$ cat src/rtl/morse_receiver.sv
// Morse line receiver: synchronises a one-bit Morse line, samples 14 units mid-unit,
// and decodes the captured pattern to a 3-bit letter index.
module morse_receiver #(
    parameter int unsigned UNIT_CYCLES = 100000000,
    parameter int unsigned CNT_W       = 28
) (
    input  logic        clk,
    input  logic        reset_n,
    input  logic        morse_in,
    output logic [2:0]  letter,
    output logic [13:0] code,
    output logic        valid,
    output logic        error,
    output logic        busy
);

    typedef enum logic [1:0] {StIdle, StCapture, StDecode, StGap} state_e;

    // First sample lands 1.5 units after the leading edge, i.e. mid-way through unit 1.
    localparam logic [CNT_W-1:0] LoadFirst = CNT_W'(UNIT_CYCLES + UNIT_CYCLES / 2 - 1);
    localparam logic [CNT_W-1:0] LoadUnit  = CNT_W'(UNIT_CYCLES - 1);

    state_e            state_q, state_d;
    logic [1:0]        sync_q, sync_d;
    logic [CNT_W-1:0]  div_q, div_d;
    logic [3:0]        bit_cnt_q, bit_cnt_d;
    logic [13:0]       sr_q, sr_d;
    logic [2:0]        letter_q, letter_d;
    logic [13:0]       code_q, code_d;
    logic              valid_q, valid_d;
    logic              error_q, error_d;

    logic              morse_s;
    logic              tick;
    logic              dec_hit;
    logic [2:0]        dec_letter;

    assign sync_d  = {sync_q[0], morse_in};
    assign morse_s = sync_q[1];
    assign tick    = (div_q == '0);

    always_ff @(posedge clk or negedge reset_n) begin
        if (!reset_n) begin
            state_q   <= StIdle;
            sync_q    <= 2'b00;
            div_q     <= '0;
            bit_cnt_q <= 4'd0;
            sr_q      <= 14'd0;
            letter_q  <= 3'd0;
            code_q    <= 14'd0;
            valid_q   <= 1'b0;
            error_q   <= 1'b0;
        end else begin
            state_q   <= state_d;
            sync_q    <= sync_d;
            div_q     <= div_d;
            bit_cnt_q <= bit_cnt_d;
            sr_q      <= sr_d;
            letter_q  <= letter_d;
            code_q    <= code_d;
            valid_q   <= valid_d;
            error_q   <= error_d;
        end
    end

    always_comb begin
        state_d = state_q;
        unique case (state_q)
            StIdle:    if (morse_s) state_d = StCapture;
            StCapture: if (tick && bit_cnt_q == 4'd13) state_d = StDecode;
            StDecode:  state_d = StGap;
            StGap:     if (!morse_s && div_q == '0) state_d = StIdle;
            default:   state_d = StIdle;
        endcase
    end

    always_comb begin
        dec_hit    = 1'b1;
        dec_letter = 3'd0;
        case (sr_q)
            14'b10101000000000: dec_letter = 3'd0;
            14'b11100000000000: dec_letter = 3'd1;
            14'b10101110000000: dec_letter = 3'd2;
            14'b10101011100000: dec_letter = 3'd3;
            14'b10111011100000: dec_letter = 3'd4;
            14'b11101010111000: dec_letter = 3'd5;
            14'b11101011101110: dec_letter = 3'd6;
            14'b11101110101000: dec_letter = 3'd7;
            default:            dec_hit    = 1'b0;
        endcase
    end

    // The divider doubles as the gap counter once the pattern has been decoded.
    always_comb begin
        div_d     = div_q;
        bit_cnt_d = bit_cnt_q;
        sr_d      = sr_q;
        letter_d  = letter_q;
        code_d    = code_q;
        valid_d   = 1'b0;
        error_d   = 1'b0;
        case (state_q)
            StIdle: begin
                if (morse_s) begin
                    sr_d      = 14'd1;
                    bit_cnt_d = 4'd1;
                    div_d     = LoadFirst;
                end
            end
            StCapture: begin
                if (tick) begin
                    sr_d      = {sr_q[12:0], morse_s};
                    bit_cnt_d = bit_cnt_q + 4'd1;
                    div_d     = LoadUnit;
                end else begin
                    div_d = div_q - CNT_W'(1);
                end
            end
            StDecode: begin
                letter_d = dec_hit ? dec_letter : 3'd0;
                code_d   = sr_q;
                valid_d  = 1'b1;
                error_d  = ~dec_hit;
                div_d    = LoadUnit;
            end
            StGap: begin
                if (morse_s) begin
                    div_d = LoadUnit;
                end else if (div_q != '0) begin
                    div_d = div_q - CNT_W'(1);
                end
            end
            default: ;
        endcase
    end

    always_comb begin
        busy   = (state_q != StIdle);
        letter = letter_q;
        code   = code_q;
        valid  = valid_q;
        error  = error_q;
    end

endmodule
$ cat config.mk
export PLATFORM = sky130hd
export DESIGN_NAME = morse_receiver
export DESIGN_NICKNAME = d
export VERILOG_FILES = /design/src/rtl/morse_receiver.sv
export SDC_FILE = /design/constraint.sdc
export NUM_CORES = 1
export LEC_CHECK = 0
export BUFFER_PORTS_ARGS = -buffer_cell sky130_fd_sc_hd__buf_2
export CAP_MARGIN = 20
export CORE_ASPECT_RATIO = 1.2
export CORE_UTILIZATION = 35
export CTS_CLUSTER_SIZE = 30
export DETAILED_ROUTE_END_ITERATION = 7
export SKIP_LAST_GASP = 1
export SLEW_MARGIN = 0
export SYNTH_ARGS = -nofsm -noshare
export SYNTH_HDL_FRONTEND = slang
export SYNTH_SLANG_ARGS = --single-unit
$ cat constraint.sdc
create_clock -name clk -period 3.3 [get_ports clk]
set_input_delay 0.99 -clock clk [delete_from_list [all_inputs] [get_ports clk]]
set_output_delay 0.99 -clock clk [all_outputs]
set_load 0.05 [all_outputs]
==> results of run 1 <==
==> cells by family (layout without fill, tap and decap cells) <==
group                      count (synthesis)  in the layout  share of synthesized area, %
and+or+nand+nor                          196            196                          23.1
AOI/OAI and AO/OA                        144            144                          22.8
DFF                                       69             69                          38.8
buffers and inverters                     61             85                          6.07
muxes                                     18             18                          4.47
xor gates and xnor gates                  11             11                          2.17
adders and majority gates                  9              9                          2.53
==> where the power goes <==
part	internal [uW]	switching [uW]	total, uW
combinational	751	1250	2000
sequential	1050	255	1300
clock	781	390	1170
==> state kept, by name, indices dropped and copies added, names as in the netlist <==
signal,cells
code,14
bit_cnt_q,4
state_q,2
div_q,28
valid,1
letter,3
sync_q,2
sr_q,14
error,1
==> layout by cell type, fill, tap and decap left out, types with 10 or more instances in the layout <==
master / netlist / routed
a21oi_1: 39 / 39
a31oi_1: 12 / 12
and3_1: 15 / 15
buf_2: 5 / 22
buf_4: 1 / 26
dfrtp_1: 69 / 69
inv_1: 17 / 17
mux2_2: 15 / 15
nand2_1: 47 / 47
nand3_1: 12 / 12
nand4_1: 12 / 12
nor2_1: 40 / 40
nor3_1: 19 / 19
nor4_1: 17 / 17
o21ai_0: 24 / 24
o221ai_1: 10 / 10
==> final cells by class <==
type	instances	area share [%]
Tap cell	161	3.91
Multi-Input combinational cell	378	47.6
Timing Repair Buffer	50	6.70
Sequential cell	69	33.5
Inverter	19	1.38
Clock inverter	5	2.06
Clock buffer	11	4.90
==> layer usage <==
layer  up-vias  routed length, um  share of wire, %  track usage [%]
met3        34                531               4.3             3.44
met1      2002               5350                43             24.9
met4         0                467               3.7             11.4
li1       1931                  -                 -                -
met2       142               6120                49             33.2
met5         -                  0                 0                0
==> worst paths after layout <==
check                          start   endpoint  slack (ps)  depth (start not counted)
min in group asynchronous    reset_n    code[7]         700                          1
min reg2reg                sync_q[0]  sync_q[1]         350                          0
max in group asynchronous    reset_n   div_q[1]        1910                          2
max reg2reg                 div_q[8]  div_q[26]         400                          6
max                         div_q[8]  div_q[26]         400                          6
min                        sync_q[0]  sync_q[1]         350                          0
==> per-stage QoR <==
stage	setup slack, ps	instances	power, uW
5_1_grt	269	693	4760
6_report	403	693	4480
2_1_floorplan	788	508	2730
3_5_place_dp	428	677	3300
4_1_cts	415	693	4490
3_3_place_gp	472	677	3260
==> flow_metrics.tcl, run 1 <==
set metrics [dict create \
    yosys_warnings 0 \
    synth.most_common_cell "dfrtp_1" \
    hold_viol_final 0 \
    synth_seq_area_share_pct 38.8 \
    viasPerCell 5.93 \
    start_util_pct 36.4 \
    cts_root_buf "clkbuf_16" \
    dp_hpwl_mm 8.64 \
    finalSetupViolations 0 \
    crit_path_end_kind "flop" \
    post_drt_wl_per_cell_um 18.0 \
    synth_area_mm2 0.00445 \
    final.period_utilization_pct 87.8 \
    fin_setup_tns_ps 0 \
    post_cts.repair.setup_buffers 0 \
    grt_max_degree 43 \
    multiInputGateArea_mm2 0.00245 \
    clk_latency_ps 340 \
    ys_top_cells_by_count "dfrtp_1, nand2_1, nor2_1" \
    critPathLaunchType "flop" \
    synth_area_leaders "dfrtp_1, a21oi_1, nand2_1" \
    core_area_mm2 0.0122 \
    timing.fmax_mhz 345 \
    final_cell_area_mm2 0.00516 \
    placed_area_mm2 0.00480 \
    drt_iter0_drc 264 \
    drt-total-wl_mm 12.5 \
    cts_hold_buf 0 \
    grt_overflow_total 0 \
    async_flop_share_pct 100 \
    nFillCells 1232 \
    gp_congestion 0.925 \
    rows 44 \
    layout-drive-gt1-share_pct 17.9 \
    synth.largest_area_cell "dfrtp_1" \
    leakagePower_uw 0.00222 \
    ctsResizeCount 0 \
    crit_family "simple AND/OR/NAND/NOR gates" \
    grt_pass1_vias 4113 \
    grt_setup_unrepaired "false" \
    timing.hold.ws_ps 345 \
    die-width_um 105 \
    syn_to_final_growth_pct 15.9 \
    via_count 4109 \
    synth_flop_cell "dfrtp_1" \
    crit_fanout 15 \
    io_pins 23 \
    critPathBufInv 0 \
    track_usage_pct 20.1 \
    path_clk_slew_ps 60 \
    numCtsBuffers 9 \
    n_antenna_cell 0 \
    synth_nets 520 \
    cp_slowest_cell "o41a_1" \
    max-vdd-ir-drop_uv 351 \
    drtAntennaViolNets 0 \
    synth_top_area_share_pct 38.8 \
    cpPeakStageDelay_ps 690 \
    worstPathCellList "or4_1 -> or3_1 -> o41a_1 -> nand2b_1 -> a31oi_1 -> a21o_1" \
    power.density_mw_per_mm2 868 \
    crit_type "reg2reg" \
    cts_num_sinks 69 \
    period_minus_slack_ps 2900 \
    slew_headroom_pct 45.4 \
    antenna_found_initial 0 \
    worst_pin_slew_ps 813 \
    required_ps 3530 \
    htree_levels 3 \
    synth_seq_cells 69 \
    portBuffers 22 \
    avgSynthCellArea_um2 8.76 \
    drtPass1Iterations 5 \
    post-route-drc-count 0 \
    nNetsFinal 539 \
    crit_arrival_ps 3130 \
    synth_edf_count 0 \
    maxCapViolations 0 \
    die_h_um 126 \
    ys_types 66 \
    hold_class "reg2reg" \
    syn_inst 508 \
    clock_tree.buffer_depth 2 \
    status "complete, no violations" \
    maxSlewViolCount 0 \
    post-route-util_pct 42.2 \
    skew_ps 9.28 \
    dieArea_mm2 0.0132 \
    cts_tree "built" \
    grt_pass1_wl_mm 21.1 \
    layout.area.seq_mm2 0.00173 \
]
(Power assumes the default switching activity.)
==> run 2, diff against run 1 <==
Settings changed: RECOVER_POWER set to 100.
==> run 2 against run 1 <==
Against the previous run: the flow now finishes with violations (capacitance limit, slew limit); cell count did not move; fmax fell by 3.4%; flip-flop and latch count did not move; via count decreased by 0.39%; clock-buffer cell count unchanged; routed wire length increased by 0.34%.
==> flow_metrics.tcl, run 2 (synthesis results as in run 1) <==
set metrics [dict create \
    status "finished with violations" \
    violations "capacitance limit, slew limit" \
    antenna_found_initial 0 \
    viasPerCell 5.91 \
    crit_path_end_kind "flop" \
    cts_tree "built" \
    crit_fanout 6 \
    grt_pass1_vias 4113 \
    grt_setup_unrepaired "false" \
    io_pins 23 \
    crit_arrival_ps 3230 \
    post_drt_wl_per_cell_um 18.1 \
    maxSlewViolCount 28 \
    ctsResizeCount 0 \
    nNetsFinal 539 \
    n_antenna_cell 0 \
    portBuffers 22 \
    finalSetupViolations 0 \
    critPathLaunchType "flop" \
    top_register "div_q" \
    start_util_pct 36.4 \
    cts_hold_buf 0 \
    final.period_utilization_pct 90.8 \
    final_cell_mix "dfrtp_1, nand2_1, nor2_1" \
    grt_max_degree 43 \
    slew_headroom_pct -15.5 \
    hp-start "sync_q[0]" \
    grt_pass1_wl_mm 21.1 \
    hold_viol_final 0 \
    layout-drive-gt1-share_pct 13.2 \
    fin_setup_tns_ps 0 \
    track_usage_pct 20.1 \
    syn_to_final_growth_pct 14.6 \
    drt-total-wl_mm 12.5 \
    post-route-drc-count 0 \
    required_ps 3530 \
    htree_levels 3 \
    finalPower_uw 4430 \
    setup_ws_ps 302 \
    final_common_cell "dfrtp_1" \
    largest_register_ffs 28 \
    drtPass1Iterations 6 \
    via_count 4093 \
    power.density_mw_per_mm2 868 \
    die_h_um 126 \
    clock_tree.buffer_depth 2 \
    path_clk_slew_ps 60 \
    hold_class "reg2reg" \
    cts_root_buf "clkbuf_16" \
    place_ws_ps 428 \
    drt_iter0_drc 256 \
    rows 44 \
    regToRegSetupSlack_ps 300 \
    r2r-end "state_q[1]" \
    clk_latency_ps 350 \
    min_path_cells 0 \
    min_to "sync_q[1]" \
    grt_overflow_total 0 \
    numCtsBuffers 9 \
    crit_type "reg2reg" \
    maxCapViolations 1 \
    post_cts.repair.setup_buffers 0 \
    max-vdd-ir-drop_uv 353 \
    leakagePower_uw 0.00210 \
    worst_pin_slew_ps 1730 \
    crit-reg2reg-launch "div_q[0]" \
    nFillCells 1244 \
    dieArea_mm2 0.0132 \
    die-width_um 105 \
    post-route-util_pct 41.7 \
    cts_num_sinks 69 \
    skew_ps 9.32 \
    dp_hpwl_mm 8.64 \
    gp_congestion 0.925 \
    drtAntennaViolNets 0 \
    timing.fmax_mhz 334 \
    reg2reg_depth 9 \
    core_area_mm2 0.0122 \
    period_minus_slack_ps 3000 \
]
[run 2: cell count changes in the layout (fill, tap and decap cells not counted), moves of 2 or more]
cell and delta:
buf_2 -21, buf_4 -2, clkbuf_1 +23, o21ai_0 +2, o21ai_1 -2
[run 2: worst max-delay path by stage]
| stage | startpoint | to | slack [ps] | cells past startpoint |
|---|---|---|---|---|
| floorplan | div_q[8] | div_q[21] | 790 | 8 |
| global placement | div_q[8] | div_q[26] | 470 | 6 |
| detailed placement | div_q[8] | div_q[26] | 430 | 6 |
| CTS | div_q[8] | div_q[26] | 420 | 6 |
| global route | div_q[8] | div_q[10] | 170 | 8 |
| finish | div_q[0] | state_q[1] | 300 | 9 |
[run 2: metal layers]
metal | wire length, um | up-vias | part of all wire (%) | global-route usage (%)
li1 | - | 1930 | - | -
met5 | 0 | - | 0 | 0
met2 | 6060 | 144 | 48 | 33.2
met4 | 470 | 0 | 3.8 | 11.4
met3 | 628 | 34 | 5.0 | 3.44
met1 | 5350 | 1985 | 43 | 24.9
[run 2: final cells by class]
| class | count | area, um^2 | area share [%] |
|---|---|---|---|
| clock inverters | 5 | 106 | 2.09 |
| multi-input cells | 378 | 2430 | 47.6 |
| flip-flops and latches | 69 | 1730 | 33.9 |
| repair buffers | 50 | 312 | 6.11 |
| clock buffers | 11 | 253 | 4.96 |
| inverters | 19 | 71.3 | 1.40 |
| well taps | 161 | 201 | 3.95 |
[run 2: power by group]
group	total, uW	switching [uW]	leakage, uW	internal [uW]
clock	1170	388	0.000172	781
sequential	1300	258	0.000888	1050
combinational	1950	1240	0.00104	715
[run 2: metrics by stage]
stage,instances,hold slack [ps],area [um^2]
floorplan,508,331,4450
global placement,677,338,4800
detailed placement,677,336,4800
CTS,693,348,5160
global route,693,351,5100
finish,693,345,5100
[run 2: critical path, cell delays in order (launching register included)]
cell      delay (ps)
dfrtp_1          430
inv_1            100
ha_1             180
nor4b_1          470
nand4_1          210
nor2_1           410
buf_4            210
nand2_1           60
a221oi_1         420
mux2_2           390
==> run 3, diff against run 2 <==
Settings changed: CTS_BUF_LIST set to sky130_fd_sc_hd__clkbuf_4 sky130_fd_sc_hd__clkbuf_8.
==> run 3 against run 2 <==
Against the previous run: the flow still finishes with violations (capacitance limit, slew limit); via count rose by 0.42%; non-clock buffer count unchanged; routed wire length down 0.42%; core utilization decreased by 0.85 points; global-route usage down 0.14 points; flip-flop and latch count is the same; register-to-register slack is essentially flat; setup slack lost 12 ps; critical path type unchanged.
==> flow_metrics.tcl, run 3 (synthesis results as in run 1) <==
set metrics [dict create \
    crit_path_end_kind "flop" \
    cts_num_sinks 69 \
    via_count 4110 \
    maxSlewViolCount 28 \
    reg2reg_depth 8 \
    drt-total-wl_mm 12.5 \
    post_drt_wl_per_cell_um 18.0 \
    htree_levels 3 \
    status "finished with violations" \
    grt_overflow_total 0 \
    critPathLaunchType "flop" \
    gp_congestion 0.925 \
    numCtsBuffers 9 \
    dp_hpwl_mm 8.64 \
    post-route-drc-count 0 \
    largest_register_ffs 28 \
    drtPass1Iterations 5 \
    io_pins 23 \
    hold_viol_final 0 \
    cts_tree "built" \
    cts_root_buf "clkbuf_8" \
    clk_latency_ps 360 \
    skew_ps 13.1 \
    max-vdd-ir-drop_uv 303 \
    nFillCells 1261 \
    cts_hold_buf 0 \
    rows 44 \
    min_path_cells 0 \
    grt_pass1_vias 4118 \
    final_common_cell "dfrtp_1" \
    layout.area.seq_mm2 0.00173 \
    top_register "div_q" \
    grt_max_degree 43 \
    core_area_mm2 0.0122 \
    power.density_mw_per_mm2 831 \
    portBuffers 22 \
    leakagePower_uw 0.00206 \
    crit_fanout 17 \
    fin_setup_tns_ps 0 \
    drtAntennaViolNets 0 \
    hold_class "reg2reg" \
    post_cts.repair.setup_buffers 0 \
    placed_area_mm2 0.00480 \
    worst_pin_slew_ps 1720 \
    layout-drive-gt1-share_pct 13.2 \
    multiInputGateArea_mm2 0.00243 \
    maxCapViolations 1 \
    final_cell_area_mm2 0.00499 \
    grt_setup_unrepaired "false" \
    start_util_pct 36.4 \
    required_ps 3570 \
    final_cell_mix "dfrtp_1, nand2_1, nor2_1" \
    syn_to_final_growth_pct 12.3 \
    crit_arrival_ps 3280 \
    n_antenna_cell 0 \
    drt_iter0_drc 298 \
    crit_type "reg2reg" \
    dieArea_mm2 0.0132 \
    antenna_found_initial 0 \
    slew_headroom_pct -15.0 \
    die_h_um 126 \
    finalSetupViolations 0 \
    period_minus_slack_ps 3010 \
    track_usage_pct 20.0 \
    clock_tree.buffer_depth 2 \
    violations "capacitance limit, slew limit" \
    grt_pass1_wl_mm 21.0 \
    path_clk_slew_ps 80 \
    timing.fmax_mhz 332 \
    finalPower_uw 4150 \
    die-width_um 105 \
    ctsResizeCount 0 \
    nNetsFinal 539 \
    viasPerCell 5.93 \
    final.period_utilization_pct 91.2 \
]
[run 3: changes by cell type in the layout (fill, tap and decap cells not counted), sizes merged]
| cell | before | now |
|---|---|---|
| buf | 27 | 26 |
| clkbuf | 34 | 35 |
[run 3: worst max-delay path: stages, from the launching register on]
cell      delay [ps]
dfrtp_1          440
or4_1            660
or3_1            510
buf_4            210
nor3_4           260
clkbuf_2         380
and3_1           210
a21oi_1           40
o221ai_1         200
[run 3: through the flow]
step                utilization, %  setup WS, ps  hold WS, ps  std cells
finish                        40.9           290          349        693
global route                  40.9           140          356        693
CTS                           41.4           413          352        693
detailed placement            39.3           428          336        677
global placement              39.3           472          338        677
floorplan                        -           788          331        508
[run 3: final timing paths]
kind | from | to | slack, ps
min | sync_q[0] | sync_q[1] | 350
max reg2reg | div_q[8] | sr_q[5] | 290
min reg2reg | sync_q[0] | sync_q[1] | 350
min in group asynchronous | reset_n | code[7] | 1070
max in group asynchronous | reset_n | div_q[27] | 1230
max | div_q[8] | sr_q[5] | 290
[run 3: per-layer routing]
metal,wire length [um],global-route usage (%),vias to the layer above
met5,0,0,-
met4,443,11.9,0
met3,548,3.08,35
met2,6060,33.0,136
met1,5410,24.6,2012
li1,-,-,1927
[run 3: area by class of cell]
type,instances,share of cell area [%]
multi-input combinational,378,48.6
sequential,69,34.6
timing repair buffer,50,6.19
tap,161,4.03
clock buffer,11,3.03
clock inverter,5,2.13
inverter,19,1.43
[run 3: power breakdown]
part           switching [uW]  leakage, uW  total, uW  internal, uW
registers                 253     0.000888       1300          1040
clock network             354     0.000126        899           545
logic                    1240      0.00104       1950           714
